==> config.mk <==
export PLATFORM = sky130hd
export DESIGN_NAME = mem_responder_flat
export DESIGN_NICKNAME = d
export VERILOG_FILES = /design/src/rtl/mem_responder_pkg.sv /design/src/rtl/mem_responder_if.sv /design/src/rtl/mem_responder_lat_counter.sv /design/src/rtl/mem_responder.sv /design/src/flat_wrapper.sv
export SDC_FILE = /design/constraint.sdc
export NUM_CORES = 2
export LEC_CHECK = 0
export BUFFER_PORTS_ARGS = -buffer_cell sky130_fd_sc_hd__buf_2
export CORE_MARGIN = 10
export CORE_UTILIZATION = 56
export DETAILED_ROUTE_END_ITERATION = 8
export PLACE_DENSITY = 0.73
export REMOVE_ABC_BUFFERS = 1
export SYNTH_ARGS = -nofsm -noshare
export SYNTH_HDL_FRONTEND = slang
export SYNTH_HIERARCHICAL = 1
export SYNTH_SLANG_ARGS = --single-unit
export TNS_END_PERCENT = 5
==> constraint.sdc <==
create_clock -name clk -period 2.6 [get_ports clk]
set_clock_uncertainty 0.1 [all_clocks]
set_input_delay 0.13 -clock clk [delete_from_list [all_inputs] [get_ports clk]]
set_output_delay 0.13 -clock clk [all_outputs]
set_load 0.05 [all_outputs]
==> src/rtl/mem_responder_pkg.sv <==
// ============================================================================
//  mem_responder_pkg
//  Shared FSM encoding and default latency for the multi-cycle memory responder.
//  Rev 1.0
// ============================================================================
`default_nettype none

package mem_responder_pkg;

  typedef enum logic [1:0] {
    ST_IDLE = 2'b00,
    ST_BUSY = 2'b01,
    ST_DONE = 2'b10
  } state_t;

  localparam int unsigned DEFAULT_LATENCY = 4;
  localparam int unsigned CNT_W           = 4;

endpackage

`default_nettype wire

==> src/rtl/mem_responder_if.sv <==
// ============================================================================
//  mem_responder_if
//  Request/response bundle between the pipeline (master) and the responder.
//  Rev 1.0
// ============================================================================
`default_nettype none

interface mem_responder_if #(
  parameter int DATA_SIZE = 16
);
  logic                 Rd;
  logic                 Wr;
  logic [DATA_SIZE-1:0] Addr;
  logic [DATA_SIZE-1:0] DataIn;
  logic [DATA_SIZE-1:0] DataOut;
  logic                 Stall;
  logic                 Done;
  logic                 Err;

  modport master (
    output Rd, Wr, Addr, DataIn,
    input  DataOut, Stall, Done, Err
  );

  modport slave (
    input  Rd, Wr, Addr, DataIn,
    output DataOut, Stall, Done, Err
  );
endinterface

`default_nettype wire

==> src/rtl/mem_responder_lat_counter.sv <==
// ============================================================================
//  lat_counter
//  Loadable 4-bit down-counter with zero and last-step flags.
//  Rev 1.0
// ============================================================================
`default_nettype none

module lat_counter
  import mem_responder_pkg::*;
(
  input  wire logic             clk,
  input  wire logic             rst,
  input  wire logic             i_load,
  input  wire logic [CNT_W-1:0] i_load_val,
  input  wire logic             i_dec,
  output logic                  o_zero,
  output logic                  o_last
);

  logic [CNT_W-1:0] r_cnt;

  always_ff @(posedge clk or negedge rst) begin
    if (!rst) begin
      r_cnt <= '0;
    end else if (i_load) begin
      r_cnt <= i_load_val;
    end else if (i_dec && (r_cnt != '0)) begin
      r_cnt <= r_cnt - 1'b1;
    end
  end

  assign o_zero = (r_cnt == '0);
  assign o_last = (r_cnt == CNT_W'(1));

endmodule

`default_nettype wire

==> src/rtl/mem_responder.sv <==
// ============================================================================
//  mem_responder
//  Multi-cycle load/store responder holding Stall while an access is in flight.
//  Rev 1.0
// ============================================================================
`default_nettype none

module mem_responder
  import mem_responder_pkg::*;
#(
  parameter int DATA_SIZE = 16,
  parameter int ADDR_BITS = 8,
  parameter int LATENCY   = DEFAULT_LATENCY
) (
  input  wire logic       clk,
  input  wire logic       rst,
  mem_responder_if.slave  bus
);

  localparam int               IDX_W  = ADDR_BITS - 1;
  localparam int               WORDS  = 2 ** IDX_W;
  localparam logic [CNT_W-1:0] c_LOAD = CNT_W'(LATENCY - 1);
  localparam bit               c_FAST = (LATENCY == 1);

  state_t               r_state;
  logic                 r_op_wr;
  logic [IDX_W-1:0]     r_idx;
  logic [DATA_SIZE-1:0] r_wdata;
  logic [DATA_SIZE-1:0] r_dout;
  logic                 r_err;
  logic [DATA_SIZE-1:0] r_mem [WORDS];

  logic                 w_idle;
  logic                 w_invalid;
  logic                 w_accept;
  logic [IDX_W-1:0]     w_req_idx;
  logic                 w_cnt_zero;
  logic                 w_cnt_last;
  logic                 w_finish;
  logic                 w_commit;
  logic                 w_c_wr;
  logic [IDX_W-1:0]     w_c_idx;
  logic [DATA_SIZE-1:0] w_c_data;

  assign w_idle    = (r_state == ST_IDLE);
  assign w_invalid = (bus.Rd && bus.Wr) || ((bus.Rd || bus.Wr) && bus.Addr[0]);
  assign w_accept  = w_idle && (bus.Rd || bus.Wr) && !w_invalid;
  assign w_req_idx = bus.Addr[ADDR_BITS-1:1];

  lat_counter u_lat_counter (
    .clk        (clk),
    .rst        (rst),
    .i_load     (w_accept),
    .i_load_val (c_LOAD),
    .i_dec      (r_state == ST_BUSY),
    .o_zero     (w_cnt_zero),
    .o_last     (w_cnt_last)
  );

  // Leave BUSY on the edge that takes the counter to zero, so Done lands in cycle LATENCY.
  assign w_finish = (r_state == ST_BUSY) && (w_cnt_last || w_cnt_zero);

  // With LATENCY==1 the access completes on the acceptance edge using live request fields.
  assign w_commit = w_finish || (c_FAST && w_accept);
  assign w_c_wr   = w_idle ? bus.Wr     : r_op_wr;
  assign w_c_idx  = w_idle ? w_req_idx  : r_idx;
  assign w_c_data = w_idle ? bus.DataIn : r_wdata;

  always_ff @(posedge clk or negedge rst) begin
    if (!rst) begin
      r_state <= ST_IDLE;
      r_op_wr <= 1'b0;
      r_idx   <= '0;
      r_wdata <= '0;
      r_err   <= 1'b0;
    end else begin
      r_err <= w_idle && w_invalid;
      case (r_state)
        ST_IDLE: begin
          if (w_accept) begin
            r_op_wr <= bus.Wr;
            r_idx   <= w_req_idx;
            r_wdata <= bus.DataIn;
            r_state <= c_FAST ? ST_DONE : ST_BUSY;
          end
        end
        ST_BUSY: begin
          if (w_finish) begin
            r_state <= ST_DONE;
          end
        end
        ST_DONE: r_state <= ST_IDLE;
        default: r_state <= ST_IDLE;
      endcase
    end
  end

  always_ff @(posedge clk or negedge rst) begin
    if (!rst) begin
      for (int i = 0; i < WORDS; i++) begin
        r_mem[i] <= '0;
      end
      r_dout <= '0;
    end else if (w_commit) begin
      if (w_c_wr) begin
        r_mem[w_c_idx] <= w_c_data;
      end else begin
        r_dout <= r_mem[w_c_idx];
      end
    end
  end

  assign bus.Stall   = (r_state == ST_BUSY);
  assign bus.Done    = (r_state == ST_DONE);
  assign bus.Err     = r_err;
  assign bus.DataOut = r_dout;

endmodule

`default_nettype wire

==> src/flat_wrapper.sv <==
// flat-port wrapper written by rule: the top's interface ports become plain ports
module mem_responder_flat import mem_responder_pkg::*;
#(
  parameter int DATA_SIZE = 16,
  parameter int ADDR_BITS = 8,
  parameter int LATENCY   = DEFAULT_LATENCY
)
  (clk, rst, bus_Rd, bus_Wr, bus_Addr, bus_DataIn, bus_DataOut, bus_Stall, bus_Done, bus_Err);
  mem_responder_if #(.DATA_SIZE(DATA_SIZE)) bus_i ();
  input  wire logic clk;
  input  wire logic rst;
  input wire logic [$bits(bus_i.Rd)-1:0] bus_Rd;
  input wire logic [$bits(bus_i.Wr)-1:0] bus_Wr;
  input wire logic [$bits(bus_i.Addr)-1:0] bus_Addr;
  input wire logic [$bits(bus_i.DataIn)-1:0] bus_DataIn;
  output wire logic [$bits(bus_i.DataOut)-1:0] bus_DataOut;
  output wire logic [$bits(bus_i.Stall)-1:0] bus_Stall;
  output wire logic [$bits(bus_i.Done)-1:0] bus_Done;
  output wire logic [$bits(bus_i.Err)-1:0] bus_Err;
  assign bus_i.Rd = bus_Rd;
  assign bus_i.Wr = bus_Wr;
  assign bus_i.Addr = bus_Addr;
  assign bus_i.DataIn = bus_DataIn;
  assign bus_DataOut = bus_i.DataOut;
  assign bus_Stall = bus_i.Stall;
  assign bus_Done = bus_i.Done;
  assign bus_Err = bus_i.Err;
  mem_responder #(.DATA_SIZE(DATA_SIZE), .ADDR_BITS(ADDR_BITS), .LATENCY(LATENCY)) u_core (.clk(clk), .rst(rst), .bus(bus_i));
endmodule
# Word-level counts from Yosys, hierarchy flattened
# Cells that the tools add are included.
# totals
output_inout_bits	19
ramBits	0
latch_bits	0
mem_count	0
rom_bits	0
in_bits	36
ff_bits	2095
# classes
n_reduce_logical	20
n_div	0
bitwise_logic	2
eq_ne	5
n_mul	0
n_lt_le_gt_ge	2
shifts	0
addsub	1
n_mux	14
# op_table
op	n
bitwise mux 2048 bit	1
binary-select mux 16 bit (select 7 bit)	1
demux 16 bit (select 7 bit)	1
2-to-1 mux 16 bit	4
>= comparator 8 bit, second input constant	1
logical AND 1 bit	8
< comparator 8 x 1 -> 1 bit, second input constant	1
2-to-1 mux 4 bit	2
inverter 7 -> 8 bit	1
AND reduction 2 bit	4
2-to-1 mux 7 bit	1
equality test 4 x 1 -> 1 bit, second input constant	1
zero test 4 bit	1
2-to-1 mux 2 bit	2
one-hot mux 2 bit (2 select lines)	1
nonzero test 4 bit	1
subtractor 4 x 1 -> 4 bit, second input constant	1
logical OR 1 bit	3
equality test 2 x 1 -> 1 bit, second input constant	1
equality test 2 bit, second input constant	1
zero test 2 bit	1
!= test 2 x 1 -> 1 bit, second input constant	1
!= test 2 bit, second input constant	1
nonzero test 2 bit	1
3 further kinds	3

# Logic depth before layout (Yosys ltp)
# logic_depth
word_depth	8
depth_mapped	14
depth_no_buf	11

# Cells and area by module
# The synthesis kept the hierarchy.
# modules_own_cells
module	instances	cells_each	area_each_um2	seq_area_each_um2
mem_responder	1	9073	88089.5	52325.2
lat_counter	1	30	266.5	100.1

# Worst setup path after synthesis
# Ideal clock, no wire load.
# synth_path
path_kind	register -> register
from	reg u_core.u_lat_counter.r_cnt[0]
to	reg u_core/r_mem[102] in the netlist's numbering
arrival_time_ns	2.614
required_ns	2.363
slack_ns	-0.251
period_less_slack_ns	2.851
path_buffers	3
stages_incl_launch_ff	14
cell_sequence	dfrtp_1 inv_1 ha_1 or3b_2 inv_1 nor2_1 nor2_1 and2_1 buf_2 nand2_1 buf_2 nor2_1 clkbuf_1 a21oi_1
# synth_via
elab_chain_cells	4
elab_cells_between_ends	5
# synth_lines
item	line_no	source
start, declared	mem_responder_lat_counter.sv:20	logic [CNT_W-1:0] r_cnt;
start signal, assigned	mem_responder_lat_counter.sv:26	r_cnt <= i_load_val;
start signal, assigned	mem_responder_lat_counter.sv:28	r_cnt <= r_cnt - 1'b1;
zero test 4 bit	mem_responder_lat_counter.sv:32	assign o_zero = (r_cnt == '0);
named net u_core.w_cnt_zero	mem_responder.sv:37	logic w_cnt_zero;
logical OR 1 bit	mem_responder.sv:61	assign w_finish = (r_state == ST_BUSY) && (w_cnt_last || w_cnt_zero);
logical AND 1 bit	mem_responder.sv:61	
AND reduction 2 bit (no source line)	--	
end signal, assigned by index	mem_responder.sv:106	r_mem[w_c_idx] <= w_c_data;
end, declared	mem_responder.sv:31	logic [DATA_SIZE-1:0] r_mem [WORDS];
# The timed path passes the listed nets, and every way through them passes these cells.
# A chain may end at the register's enable or synchronous reset.

# Final worst setup path
# layout_path
from	reg u_core.r_state[1]
to	reg u_core.r_dout[1] (netlist: u_core/bus.DataOut[1])
# layout_via
elab_chain_cells	6
elab_cells_between_ends	11
# layout_lines
item	line_no	source
start, declared	mem_responder.sv:25	state_t r_state;
start signal, assigned	mem_responder.sv:84	r_state <= c_FAST ? ST_DONE : ST_BUSY;
zero test 2 bit	mem_responder.sv:45	assign w_idle = (r_state == ST_IDLE);
2-to-1 mux 7 bit	mem_responder.sv:66	assign w_c_idx = w_idle ? w_req_idx : r_idx;
inverter 7 -> 8 bit (not written as such)	mem_responder.sv:108	r_dout <= r_mem[w_c_idx];
binary-select mux 16 bit (select 7 bit)	mem_responder.sv:108	
2-to-1 mux 16 bit (not written as such) (2 in a row)	mem_responder.sv:108	
end signal, assigned	mem_responder.sv:108	
end, declared	mem_responder.sv:29	logic [DATA_SIZE-1:0] r_dout;
# Parallel ways exist; a longest one is shown, timed or not. The select of a mux whose other input is x is not followed.

==> impl_metrics.tcl <==
set metrics [dict create \
    switching_power_mw 42.6 \
    die_area_sq_um 174000 \
    synth_adder_area_share 0.000283 \
    timing_worst_slew_pin_value_ns 0.790 \
    routedWlPerCell_um 28.2 \
    finalPower_mw 112 \
    ys_async_sr_fraction 1.00 \
    htreeDepth 4 \
    reg2reg_to "u_core/bus.DataOut[1]$_DFFE_PN0P_" \
    antenna_found_initial 13 \
    drv_slew 0 \
    final_nets 9818 \
    critPathKind "flop to flop" \
    cp_max_fo 6 \
    synthSimpleGateAreaFrac 0.115 \
    arrival_ns 3.93 \
    whs_path_depth 3 \
    hpwl_um 212000 \
    layout_common_cells "dfrtp_1, a21oi_1, nor2_1" \
    power_frac_clock 0.280 \
    worst_setup_path_start_kind "flop" \
    antenna_left 0 \
    synth_cell_types 75 \
    via_per_inst 6.71 \
    ys_ff_latch 2095 \
    critPathMaxStageDelay_ns 0.67 \
    drtIter0Drc 12547 \
    grt_max_degree 100 \
    fin_area_sq_um 112000 \
    area_growth_pct 27.0 \
    dpl_cell_area_sq_um 100000 \
    combPwrFrac 0.376 \
    clock-sinks 2095 \
    drt_first_pass_iters 9 \
    finalCritPeriodShare 1.28 \
    power_frac_seq 0.343 \
    rows 145 \
    leakagePower_nw 50.6 \
    fillCellCount 10521 \
    synth_mux_area_frac 0.0125 \
    cts_buffers 207 \
    min_from "bus_Addr[6]" \
    slew_headroom 0.472 \
    grt_pass1_vias 78091 \
    grt_overflow_total 0 \
    swShare 0.380 \
    p_int_mw 69.4 \
    crit_path_end_kind "flop" \
    synthCells 9103 \
    track_usage 0.372 \
    synth_edf_count 0 \
    synth.top_cell.area_share 0.593 \
    hold_path_class "primary input to flop" \
    avgSynthCellArea_sq_um 9.71 \
    yosys.area.top_type "dfrtp_1" \
    synth_top_family_by_area "compound AO/OA/AOI/OAI gates" \
    clk_pin_slew_ns 0.06 \
    ys_seq_area_frac 0.593 \
    violations "negative setup slack" \
    fin_ws_ns -0.732 \
    start_util 0.564 \
    clkLatencyLatePin_ns 0.90 \
    finalWeightedCongestion 0.980 \
    max-cap-violations 0 \
    powerDensity_nw_per_um2 998 \
    clockRootBuffer "clkbuf_16" \
    die_x_um 417 \
    required_ns 3.20 \
    period_minus_slack_ns 3.33 \
    place.port_buffers 46 \
    grt_setup_unrepaired "yes" \
    vias 80557 \
    synth_compound_area_frac 0.232 \
    synth_area_sq_um 88400 \
    finalSetupViolCount 2053 \
    grt_pass1_wl_um 493000 \
    io_pins 55 \
    drive_above_1_share 0.213 \
    status "finished with violations" \
    synth_xor_area_frac 0.0000991 \
    fp.coreArea_sq_um 157000 \
    regToRegSetupSlack_ns -0.73 \
    ir_drop_uv 942 \
    slowest_stage "nor4_4" \
    drt_wl_total_um 339000 \
    synth_area_leaders "dfrtp_1, a21oi_1, nor2_1" \
    hold_viol 0 \
    die_h_um 417 \
    crit-reg2reg-launch "u_core/r_state[1]$_DFFE_PN0P_" \
    worst_r2r_path_depth 10 \
    tritoncts "yes" \
    ys.flop_type "dfrtp_1" \
    cts_max_path_buffers 3 \
    whs_endpoint "u_core/r_idx[5]$_DFFE_PN0P_" \
    drc 0 \
    fmax_mhz 300 \
    yosys_warnings 6 \
    crit_chain "buf_6 -> o21a_1 -> a21o_4 -> buf_12 -> mux2_2 -> a222oi_1 -> and3_4 -> o21ai_4 -> nor4_4 -> a41oi_2" \
    final_common_cell "dfrtp_1" \
]
-- critical path, delay by kind of cell, from the launching register on --
| kind | cells | cell delay [ns] |
|---|---|---|
| compound gates | 5 | 1.09 |
| simple gates | 2 | 0.96 |
| flops | 1 | 0.45 |
| buf+inv | 2 | 0.30 |
| mux | 1 | 0.27 |
-- state kept, by name (all words and copies together), names as in the netlist --
| register | count |
|---|---|
| u_core/bus.Err | 1 |
| u_core/r_idx | 7 |
| u_core/bus.DataOut | 16 |
| u_core/r_mem | 2048 |
| u_core/r_op_wr | 1 |
| u_core/r_wdata | 16 |
| u_core/u_lat_counter/r_cnt | 4 |
| u_core/r_state | 2 |
-- worst max-delay path by stage --
stage	startpoint	slack, ns	endpoint
floorplan	u_core/r_state[1]$_DFFE_PN0P_	-8.97	u_core/r_mem[112]$_DFFE_PN0P_
global placement	u_core/r_state[0]$_DFFE_PN0P_	-1.74	u_core/bus.DataOut[4]$_DFFE_PN0P_
detailed placement	u_core/r_state[0]$_DFFE_PN0P_	-1.42	u_core/bus.DataOut[11]$_DFFE_PN0P_
CTS	u_core/r_state[1]$_DFFE_PN0P_	-0.64	u_core/bus.DataOut[1]$_DFFE_PN0P_
global route	u_core/r_state[1]$_DFFE_PN0P_	-0.75	u_core/bus.DataOut[1]$_DFFE_PN0P_
finish	u_core/r_state[1]$_DFFE_PN0P_	-0.73	u_core/bus.DataOut[1]$_DFFE_PN0P_
-- metal layers --
metal	vias to the layer above	part of all wire	global-route usage
li1	33520	-	-
met1	39706	0.35	0.464
met2	5775	0.44	0.557
met3	1548	0.12	0.108
met4	8	0.083	0.259
met5	-	0.00019	0
-- synth_stat cells (57+ instances only) --
master,n
a221oi_1,93
a21oi_1,1907
a41oi_1,103
buf_2,429
a31oi_1,97
o21ai_0,319
dfrtp_1,2095
a22o_1,57
a22oi_1,667
clkbuf_1,412
nand3_1,75
nor2_1,1947
nand2_1,430
-- per-stage QoR --
| stage | hold WS [ns] | TNS (ns) | setup WS, ns | util | std cells |
|---|---|---|---|---|---|
| finish | 0.0595 | -491.39 | -0.732 | 0.717 | 12011 |
| global route | 0.0641 | -627.03 | -0.752 | 0.717 | 12005 |
| CTS | 0.0232 | -366.47 | -0.638 | 0.703 | 11942 |
| detailed placement | 0.0393 | -774.29 | -1.42 | 0.640 | 11454 |
| global placement | 0.0225 | -763.34 | -1.74 | 0.640 | 11452 |
| floorplan | -0.266 | - | -8.97 | - | 8210 |
-- final cells by class --
type / instances / area, sq um / area share
sequential: 2095 / 52400 / 0.467
multi-input combinational: 6108 / 34300 / 0.306
timing repair buffer: 1361 / 15700 / 0.140
clock buffer: 301 / 6100 / 0.0543
tap: 2058 / 2570 / 0.0229
clock inverter: 72 / 1010 / 0.00902
inverter: 7 / 28.8 / 0.000256
antenna: 9 / 22.5 / 0.000201
-- kinds of logic (layout without fill, tap and decap cells) --
logic type / after synthesis / after routing
other: 2 / 13
DFF: 2095 / 2095
buffers and inverters: 902 / 1741
AOI/OAI and AO/OA: 3411 / 3411
adders and majority gates: 2 / 2
xor gates and xnor gates: 1 / 1
and+or+nand+nor: 2586 / 2586
muxes: 104 / 104
-- power by group through the flow --
stage | clock [mW] | combinational, mW | sequential [mW]
floorplan | 0 | 10.8 | 38.4
global placement | 0 | 36.3 | 38.6
detailed placement | 0 | 36.8 | 38.7
CTS | 31.4 | 38.7 | 38.2
global route | 32.7 | 42.8 | 38.7
finish | 31.4 | 42.1 | 38.5
-- timing repair --
| item | CTS | global route |
|---|---|---|
| pin swaps | 67 | 73 |
| setup endpoints to repair | 2064 | 2066 |
| setup buffers | 47 | 41 |
| hold buffers | 49 | 0 |
| gates cloned | 21 | 21 |
| resized for setup | 219 | 288 |
| hold endpoints to repair | 4174 | 0 |
Note: power is estimated with default switching activity, not from simulation.
